**src/rtl/fixed_mac_pkg.sv**
```systemverilog
// -----------------------------------------------------------------------------
// fixed_mac_pkg
// Shared types and constants for the fixed-point MAC operand driver.
//   drv_state_t    : 2-bit FSM state encoding (IDLE, SEND, WAIT_RES, DONE)
//   TIMEOUT_LIMIT  : terminal count of the optional WAIT_RES timeout counter
//                    (only used when FIXED_MAC_DRIVER_TIMEOUT_EN is defined)
// -----------------------------------------------------------------------------
package fixed_mac_pkg;

   typedef enum logic [1:0] {
      IDLE     = 2'd0,
      SEND     = 2'd1,
      WAIT_RES = 2'd2,
      DONE     = 2'd3
   } drv_state_t;

   localparam logic [15:0] TIMEOUT_LIMIT = 16'hFFFF;

endpackage

```
**src/rtl/fixed_mac_drv_buf.sv**
```systemverilog
// -----------------------------------------------------------------------------
// fixed_mac_drv_buf
// Operand vector buffer: DEPTH entries, each holding one A and one B element.
// One write port writes both halves of an entry; two independent registered
// read ports (A and B) let the two stream channels stall independently.
// Entries never written since the last reset read back as zero.
//
// Ports
//   clk, reset            : clock, synchronous active-high reset
//   wr_en/wr_addr         : write strobe and entry index
//   wr_a, wr_b            : A and B element written to the entry
//   a_rd_en/a_rd_addr     : A read request; a_rd_data updates on the next edge
//   b_rd_en/b_rd_addr     : B read request; b_rd_data updates on the next edge
//   a_rd_data, b_rd_data  : registered read data, held while no read is issued
// -----------------------------------------------------------------------------
module fixed_mac_drv_buf #(
   parameter int WA    = 12,
   parameter int WB    = 8,
   parameter int DEPTH = 16,
   localparam int AW   = $clog2(DEPTH)
) (
   input  logic          clk,
   input  logic          reset,
   input  logic          wr_en,
   input  logic [AW-1:0] wr_addr,
   input  logic [WA-1:0] wr_a,
   input  logic [WB-1:0] wr_b,
   input  logic          a_rd_en,
   input  logic [AW-1:0] a_rd_addr,
   output logic [WA-1:0] a_rd_data,
   input  logic          b_rd_en,
   input  logic [AW-1:0] b_rd_addr,
   output logic [WB-1:0] b_rd_data
);

   logic [WA-1:0]    mem_a [DEPTH];
   logic [WB-1:0]    mem_b [DEPTH];
   logic [DEPTH-1:0] written;

   // NOTE: the storage arrays have no reset so they can map onto plain
   // register-file cells; the small written mask is reset instead and
   // forces never-written entries to read as zero.
   always_ff @(posedge clk) begin
      if (wr_en) begin
         mem_a[wr_addr] <= wr_a;
         mem_b[wr_addr] <= wr_b;
      end
   end

   always_ff @(posedge clk) begin
      if (reset) begin
         written   <= '0;
         a_rd_data <= '0;
         b_rd_data <= '0;
      end else begin
         if (wr_en)
            written[wr_addr] <= 1'b1;
         if (a_rd_en)
            a_rd_data <= written[a_rd_addr] ? mem_a[a_rd_addr] : '0;
         if (b_rd_en)
            b_rd_data <= written[b_rd_addr] ? mem_b[b_rd_addr] : '0;
      end
   end

endmodule

```
**src/rtl/fixed_mac_driver.sv**
```systemverilog
// -----------------------------------------------------------------------------
// fixed_mac_driver
// Streams two fixed-point operand vectors (A: Q WI1.WF1, B: Q WI2.WF2) out of
// a local buffer as independent valid/ready channels into a MAC, then waits
// for the MAC result (Q WIO.WFO) and latches it with its overflow/underflow
// flags.
//
// Ports
//   clk, reset                    : clock, synchronous active-high reset
//   ld_we, ld_addr, ld_a, ld_b    : buffer load port (accepted only when idle)
//   start, len                    : job request, element count 1..DEPTH
//   A_data/A_valid/A_ready/A_last : A operand stream
//   B_data/B_valid/B_ready/B_last : B operand stream
//   out_data/out_valid/out_ready  : MAC result handshake (out_last ignored)
//   overflow, underflow           : MAC saturation flags returned with result
//   busy, done, result            : job status, one-cycle completion pulse,
//   res_ovf, res_unf, err           latched result/flags, error pulse
//
// Build option
//   FIXED_MAC_DRIVER_TIMEOUT_EN : when defined, WAIT_RES gives up after 65535
//   cycles without a result, pulses err and returns to IDLE without done.
// -----------------------------------------------------------------------------
module fixed_mac_driver
   import fixed_mac_pkg::*;
#(
   parameter int WI1   = 4,
   parameter int WF1   = 8,
   parameter int WI2   = 3,
   parameter int WF2   = 5,
   parameter int WIO   = 15,
   parameter int WFO   = 30,
   parameter int DEPTH = 16
) (
   input  logic                           clk,
   input  logic                           reset,
   input  logic                           ld_we,
   input  logic [$clog2(DEPTH)-1:0]       ld_addr,
   input  logic [WI1+WF1-1:0]             ld_a,
   input  logic [WI2+WF2-1:0]             ld_b,
   input  logic                           start,
   input  logic [$clog2(DEPTH):0]         len,
   output logic signed [WI1+WF1-1:0]      A_data,
   output logic                           A_valid,
   input  logic                           A_ready,
   output logic                           A_last,
   output logic signed [WI2+WF2-1:0]      B_data,
   output logic                           B_valid,
   input  logic                           B_ready,
   output logic                           B_last,
   input  logic [WIO+WFO-1:0]             out_data,
   input  logic                           out_valid,
   output logic                           out_ready,
   input  logic                           out_last,
   input  logic                           overflow,
   input  logic                           underflow,
   output logic                           busy,
   output logic                           done,
   output logic [WIO+WFO-1:0]             result,
   output logic                           res_ovf,
   output logic                           res_unf,
   output logic                           err
);

   localparam int AW = $clog2(DEPTH);
   localparam int PW = AW + 1;
   localparam int WA = WI1 + WF1;
   localparam int WB = WI2 + WF2;
   localparam logic [PW-1:0] DEPTH_P = PW'(DEPTH);

   drv_state_t    state;
   logic [PW-1:0] len_q;
   logic [PW-1:0] a_ptr, b_ptr;     // beats accepted so far on each channel
   logic [PW-1:0] a_next, b_next;   // pointer value after this cycle
   logic          a_free, b_free;   // output register may take a new beat
   logic          a_load, b_load;   // fetch the next element this cycle
   logic          len_ok;
   logic [WA-1:0] a_rd_data;
   logic [WB-1:0] b_rd_data;
   logic          buf_we;

`ifdef FIXED_MAC_DRIVER_TIMEOUT_EN
   logic [15:0]   to_cnt;
`endif

   // The MAC's frame marker carries no information this driver needs.
   logic unused_out_last;
   assign unused_out_last = out_last;

   assign len_ok = (len != '0) && (len <= DEPTH_P);
   assign buf_we = ld_we && (state == IDLE);

   // A pointer counts accepted beats; the element at a_next is prefetched
   // whenever the output register is empty or is being drained this cycle,
   // which gives one beat per cycle under continuous ready.
   assign a_next = a_ptr + PW'(A_valid && A_ready);
   assign b_next = b_ptr + PW'(B_valid && B_ready);
   assign a_free = !A_valid || A_ready;
   assign b_free = !B_valid || B_ready;
   assign a_load = (state == SEND) && a_free && (a_next < len_q);
   assign b_load = (state == SEND) && b_free && (b_next < len_q);

   assign A_data = a_rd_data;
   assign B_data = b_rd_data;

   fixed_mac_drv_buf #(
      .WA    (WA),
      .WB    (WB),
      .DEPTH (DEPTH)
   ) u_buf (
      .clk       (clk),
      .reset     (reset),
      .wr_en     (buf_we),
      .wr_addr   (ld_addr),
      .wr_a      (ld_a),
      .wr_b      (ld_b),
      .a_rd_en   (a_load),
      .a_rd_addr (a_next[AW-1:0]),
      .a_rd_data (a_rd_data),
      .b_rd_en   (b_load),
      .b_rd_addr (b_next[AW-1:0]),
      .b_rd_data (b_rd_data)
   );

   // NOTE: every register here is assigned with <= so all of them sample the
   // same pre-edge values; the pulse outputs default low each cycle first.
   always_ff @(posedge clk) begin
      if (reset) begin
         state     <= IDLE;
         len_q     <= '0;
         a_ptr     <= '0;
         b_ptr     <= '0;
         A_valid   <= 1'b0;
         A_last    <= 1'b0;
         B_valid   <= 1'b0;
         B_last    <= 1'b0;
         out_ready <= 1'b0;
         busy      <= 1'b0;
         done      <= 1'b0;
         err       <= 1'b0;
         result    <= '0;
         res_ovf   <= 1'b0;
         res_unf   <= 1'b0;
`ifdef FIXED_MAC_DRIVER_TIMEOUT_EN
         to_cnt    <= '0;
`endif
      end else begin
         done <= 1'b0;
         err  <= 1'b0;
         case (state)
            IDLE: begin
               if (start) begin
                  if (len_ok) begin
                     state <= SEND;
                     busy  <= 1'b1;
                     len_q <= len;
                     a_ptr <= '0;
                     b_ptr <= '0;
                  end else begin
                     err <= 1'b1;
                  end
               end
            end

            SEND: begin
               a_ptr <= a_next;
               b_ptr <= b_next;
               // A stalled beat keeps valid/last; otherwise the freshly
               // fetched element (if any) becomes the presented beat.
               if (a_free) begin
                  A_valid <= a_load;
                  A_last  <= a_load && (a_next == len_q - PW'(1));
               end
               if (b_free) begin
                  B_valid <= b_load;
                  B_last  <= b_load && (b_next == len_q - PW'(1));
               end
               if ((a_next == len_q) && (b_next == len_q)) begin
                  state     <= WAIT_RES;
                  out_ready <= 1'b1;
`ifdef FIXED_MAC_DRIVER_TIMEOUT_EN
                  to_cnt    <= '0;
`endif
               end
            end

            WAIT_RES: begin
               if (out_valid && out_ready) begin
                  result    <= out_data;
                  res_ovf   <= overflow;
                  res_unf   <= underflow;
                  out_ready <= 1'b0;
                  done      <= 1'b1;
                  state     <= DONE;
               end
`ifdef FIXED_MAC_DRIVER_TIMEOUT_EN
               else if (to_cnt == TIMEOUT_LIMIT - 16'd1) begin
                  // Counter reaches its limit together with the err pulse.
                  to_cnt    <= to_cnt + 16'd1;
                  out_ready <= 1'b0;
                  busy      <= 1'b0;
                  err       <= 1'b1;
                  state     <= IDLE;
               end else begin
                  to_cnt <= to_cnt + 16'd1;
               end
`endif
            end

            DONE: begin
               busy  <= 1'b0;
               state <= IDLE;
            end

            default: state <= IDLE;
         endcase
      end
   end

endmodule

```
**config.mk**
```make
export PLATFORM = sky130hd
export DESIGN_NAME = fixed_mac_driver
export DESIGN_NICKNAME = d
export VERILOG_FILES = /design/src/rtl/fixed_mac_pkg.sv /design/src/rtl/fixed_mac_drv_buf.sv /design/src/rtl/fixed_mac_driver.sv
export SDC_FILE = /design/constraint.sdc
export NUM_CORES = 1
export LEC_CHECK = 0
export BUFFER_PORTS_ARGS = -buffer_cell sky130_fd_sc_hd__buf_2
export CAP_MARGIN = 20
export CORE_UTILIZATION = 55
export DETAILED_ROUTE_END_ITERATION = 10
export PLACE_DENSITY = 0.75
export RECOVER_POWER = 50
export REMOVE_ABC_BUFFERS = 1
export SLEW_MARGIN = 20
export SYNTH_ARGS = -nofsm -noshare
export SYNTH_HDL_FRONTEND = slang
export SYNTH_SLANG_ARGS = --single-unit
```
**constraint.sdc**
```tcl
create_clock -name clk -period 7.7 [get_ports clk]
set_input_delay 0.385 -clock clk [delete_from_list [all_inputs] [get_ports clk]]
set_output_delay 0.385 -clock clk [all_outputs]
set_load 0.005 [all_outputs]
```
# Yosys cells after proc, flatten, opt, wreduce, memory -nomap -nowiden
# Memory sizes are Yosys's and may differ from the RTL's.
# Index checks and enable logic that the tools add are counted.
# totals
n_memories	2
input_bits	84
reg_bits	108
ram_bits	320
output_inout_bits	75
# mem_list
memory	depth	width	read_ports	rd_clocked_by_memory_dff	write_ports	line	rtl
u_buf.mem_a	16	12	1	0	1	fixed_mac_drv_buf.sv:36	logic [WA-1:0] mem_a [DEPTH];
u_buf.mem_b	16	8	1	0	1	fixed_mac_drv_buf.sv:37	logic [WB-1:0] mem_b [DEPTH];
# classes
magnitude_cmp	7
n_eq_ne	11
n_reduce_logical	32
bitwise_logic	4
addsub	3
mux	27
# ops
cell	n
$eq 5x5->1	4
$pmux 5 s2	2
$or 16x16->16	1
$lt 4x5->1 const B	3
$logic_and 1x1->1	13
$mux 12	1
$reduce_and 3->1	4
$mux 1	11
$add 5x1->5	2
$lt 5x5->1	2
$mux 5	2
$bmux 1 s4	2
$mux 2	4
$mux 8	1
$pmux 2 s4	1
$ne 2x2->1 const B	3
$reduce_and 2->1	3
$reduce_bool 2->1	3
$le 5x5->1 const B	1
$reduce_bool 5->1	1
$sub 5x1->5 const B	1
$demux 1 s4	1
$eq 2x2->1 const B	2
$ge 4x1->1 const B	1
10 further kinds	15

# Depth between registers and ports, before layout
# logic_depth
word_depth	6
mapped_depth	13
mapped_depth_nobuf	11

# Cells and area by module
# A second synthesis with hierarchy kept.
# unflattened
hier_cells	1029
hier_area_um2	16957.5
# modules_own_cells
mod	n_inst	seq_area_each_um2	area_each_um2	cells_each
fixed_mac_drv_buf	1	10329.9	13763.2	641
fixed_mac_driver	1	1441.4	3194.3	388

# Least setup slack after synthesis
# OpenSTA, ideal clock, no wires.
# synth_timing
kind	input to register
from	input port A_ready
to	register u_buf.a_rd_data[10]
arrival_time_ns	3.566
setup_ns	0.117
required_time_ns	7.583
setup_slack_ns	4.017
path_stages	13
path_cell_list	and2_1 ha_1 ha_1 xor2_1 buf_6 buf_1 ha_1 a21o_1 a21o_1 a2111oi_4 nor2_1 dlygate4sd1_1 a32o_1
# synth_between
elab_chain_cells	5
# synth_lines
item	line	rtl
start, declared	fixed_mac_driver.sv:44	input logic A_ready,
$logic_and 1x1->1	fixed_mac_driver.sv:95	assign a_next = a_ptr + PW'(A_valid && A_ready);
$add 5x1->5	fixed_mac_driver.sv:95	
$bmux 1 s4	fixed_mac_drv_buf.sv:59	a_rd_data <= written[a_rd_addr] ? mem_a[a_rd_addr] : '0;
$mux 1 (not written as such)	fixed_mac_drv_buf.sv:59	
$mux 12	fixed_mac_drv_buf.sv:59	
end signal, assigned	fixed_mac_drv_buf.sv:59	
end, declared	fixed_mac_drv_buf.sv:30	output logic [WA-1:0] a_rd_data,
# Several ways; a longest one is shown, not always the timed one. The select of a mux whose other input is x is not followed.
# A chain may end at the register's enable or synchronous reset.

# Worst setup path after layout
# layout_timing
from	register B_valid
to	register u_buf.b_rd_data[6]
# layout_between
elab_chain_cells	5
# layout_lines
item	line	rtl
start, declared	fixed_mac_driver.sv:47	output logic B_valid,
start signal, assigned	fixed_mac_driver.sv:174	B_valid <= b_load;
$logic_and 1x1->1	fixed_mac_driver.sv:96	assign b_next = b_ptr + PW'(B_valid && B_ready);
$add 5x1->5	fixed_mac_driver.sv:96	
$bmux 1 s4	fixed_mac_drv_buf.sv:61	b_rd_data <= written[b_rd_addr] ? mem_b[b_rd_addr] : '0;
$mux 1 (not written as such)	fixed_mac_drv_buf.sv:61	
$mux 8	fixed_mac_drv_buf.sv:61	
end signal, assigned	fixed_mac_drv_buf.sv:61	
end, declared	fixed_mac_drv_buf.sv:33	output logic [WB-1:0] b_rd_data
# Several ways; a longest one is shown, not always the timed one. The select of a mux whose other input is x is not followed.

==> impl_metrics.json <==
{
  "sw_frac_of_total_pct": 22.1,
  "vias": 9476,
  "grt_max_degree": 93,
  "grt_pass1_vias": 9566,
  "relSlewSlack_pct": -30.8,
  "switchingPower_w": 0.00116,
  "intPower_w": 0.00407,
  "portBuffers": 157,
  "cts-root-buf": "clkbuf_16",
  "worst-path-max-fanout": 14,
  "drc": 0,
  "dieArea_sq_um": 31100,
  "yosys_warnings": 0,
  "setup_tns_ns": 0,
  "start_util_pct": 56.1,
  "wire_per_inst_um": 23.1,
  "cts_setup_buffers": 0,
  "antenna_found_initial": 0,
  "powerDensity_nw_per_um2": 269,
  "p_seq_share_pct": 49.1,
  "p_leak_nw": 6.43,
  "combPwrFrac_pct": 8.9,
  "final-setup-viol-count": 0,
  "cts_resized": 0,
  "violations": "capacitance limit, slew limit",
  "cap_violations": 1,
  "startpoint_type": "flip-flop",
  "drive_gt1_share_pct": 26.7,
  "hold_viol": 0,
  "fmax_mhz": 262,
  "viasPerCell": 5.92,
  "cts_hold_buffers": 0,
  "core_sq_um": 29800,
  "die_h_um": 176,
  "avgSynthCellArea_sq_um": 16.7,
  "ys_types": 48,
  "dp_hpwl_mm": 21.7,
  "clk_path_buf_depth": 3,
  "clock_latency_ns": 0.54,
  "std_cell_rows": 63,
  "fin_crit_sh_pct": 49.6,
  "netlist.area_leader.share_pct": 57.5,
  "dpl_cell_area_sq_um": 18000,
  "ys.flop_type": "edfxtp_1",
  "antenna_left": 0,
  "yosys_register_bits": 428,
  "grt_first_pass_wirelength_mm": 56.0,
  "area_growth_pct": 16.5,
  "crit_required_ns": 8.17,
  "fp.dieW_um": 176,
  "status": "finished, violations left",
  "seq_area_frac_synth_pct": 70.5,
  "io_pins": 159,
  "tightest_slew_ns": 1.96,
  "postSynthCellCount": 1001,
  "yosys.area.top_type": "edfxtp_1",
  "finalPower_w": 0.00523,
  "synth_area_sq_um": 16700,
  "gp_congestion": 0.811,
  "clkPwrFrac_pct": 42.0,
  "peakVddDrop_mv": 0.206,
  "hold_path_class": "in2reg",
  "synth-edff-count": 320,
  "clkTransAtPathRegs_ns": 0.06,
  "numCtsBuffers": 43,
  "worst-setup-path-type": "reg2reg",
  "rsz0062_at_grt": "false",
  "synthTopCellsByArea": "edfxtp_1, dfxtp_1, mux4_2",
  "clock-sinks": 428,
  "overflow": 0,
  "postLayoutCellArea_sq_um": 19500,
  "antenna_cells": 0,
  "end_kind": "flip-flop",
  "wirelength_mm": 37.0,
  "cts_tree": "built",
  "grtUsageTotal_pct": 24.4,
  "timing.final.crit_period_ns": 3.82,
  "critPathArrivalTime_ns": 4.29,
  "layout.nets": 1283,
  "async_flop_share_pct": 0,
  "drt_first_pass_iters": 5,
  "first_iter_violations": 908,
  "fillers": 2022,
  "slew_violations": 49,
  "final.setup_skew_ns": 0.0206,
  "htreeDepth": 2
}
[worst max-delay path: stages, from the launching register on]
cell	delay, ns
dfxtp_1	0.37
and2_1	0.15
ha_2	0.18
ha_1	0.24
xor2_2	0.14
buf_4	0.31
ha_1	0.29
nand3_1	0.11
a21oi_1	0.05
a2111oi_1	0.70
nor4b_2	0.95
a22o_1	0.26
[metal layers]
layer | vias to the layer above | global-route usage (%) | part of all wire (%)
met2 | 448 | 41.6 | 50
met5 | - | 0 | 0
met1 | 4717 | 31.9 | 40
met4 | 0 | 8.08 | 2.7
li1 | 4232 | - | -
met3 | 79 | 4.37 | 7.8
[registers in the layout (all words and copies together) (netlist names), 2 cells and up]
register,count
u_buf.b_rd_data,8
u_buf.a_rd_data,12
u_buf.written,16
a_ptr,5
result,45
u_buf.mem_a,192
b_ptr,5
len_q,5
state,2
u_buf.mem_b,128
[area by class of cell]
class / count / area, sq um / area share [%]
Clock buffer: 57 / 1210 / 6.24
Clock inverter: 21 / 297 / 1.52
Inverter: 16 / 60.1 / 0.309
Multi-Input combinational cell: 504 / 4700 / 24.2
Sequential cell: 428 / 11800 / 60.5
Tap cell: 390 / 488 / 2.51
Timing Repair Buffer: 186 / 926 / 4.76
[Yosys cell counts (all sizes together) (2+ instances only)]
library cell    n
buf            22
o21ba           6
xor2            7
a21oi          69
a2111oi         2
nand4b          6
ha             20
a311oi          2
nor3            9
inv            16
nand2         130
xnor2          12
nand3           8
a31oi           2
clkbuf         30
nand3b          2
a21o            4
mux4           97
nand2b          3
a22o            8
nor2           53
nand4           4
a32oi           6
a211oi          2
nor2b           3
mux2i          24
and2            2
o21ai           3
edfxtp        320
dfxtp         108
a32o           12
[power by group through the flow]
stage	clock network, W	logic, W	registers, W
after floorplan	0	0.000301	0.00261
after global placement	0	0.000460	0.00261
after detailed placement	0	0.000468	0.00262
after CTS	0.00223	0.000472	0.00257
after global routing	0.00232	0.000511	0.00257
final	0.00220	0.000466	0.00257
[cells by family (layout without fill, tap and decap cells)]
group	after synthesis	after routing	synth area share [%]
flops	428	428	70.5
simple gates	226	226	5.80
buf+inv	69	280	1.98
xor+xnor	19	19	0.996
mux	121	121	14.5
compound gates	118	118	4.74
fa+ha+maj	20	20	1.50
[cell usage in the layout (no fill, tap or decap), types with 5 or more instances in the layout]
master / instances
nor2_1: 41
dfxtp_1: 108
clkbuf_16: 45
bufinv_16: 7
a21oi_1: 69
nor2_2: 12
clkbuf_1: 67
mux4_2: 96
nor3_1: 5
nand3_1: 8
buf_4: 28
nand4b_1: 6
xor2_1: 5
nand2_1: 130
buf_2: 98
inv_1: 15
ha_1: 17
mux2i_1: 24
edfxtp_1: 320
a32o_1: 12
xnor2_1: 12
clkinv_2: 7
o21ba_2: 6
a32oi_1: 6
a22o_1: 8
[metrics by stage]
stage / instances / setup slack (ns) / hold slack [ns] / utilization [%]
final: 1602 / 3.88 / 0.0970 / 65.3
after global routing: 1602 / 3.63 / 0.0911 / 65.3
after CTS: 1602 / 3.88 / 0.0769 / 65.6
after detailed placement: 1524 / 3.77 / 0.445 / 60.5
after global placement: 1524 / 3.78 / 0.439 / 60.5
after floorplan: 948 / 2.98 / 0.438 / -
[final timing paths]
kind	startpoint	end	slack, ns	cells after the start
min	out_data[20]	result[20]$_SDFFE_PP0P_	0.1	3
min reg2reg	result[36]$_SDFFE_PP0P_	result[36]$_SDFFE_PP0P_	0.45	2
max	B_valid$_SDFFE_PP0P_	u_buf.b_rd_data[6]$_SDFFE_PP0P_	3.88	11
max reg2reg	B_valid$_SDFFE_PP0P_	u_buf.b_rd_data[6]$_SDFFE_PP0P_	3.88	11
Power figures use the tool's default switching activity.
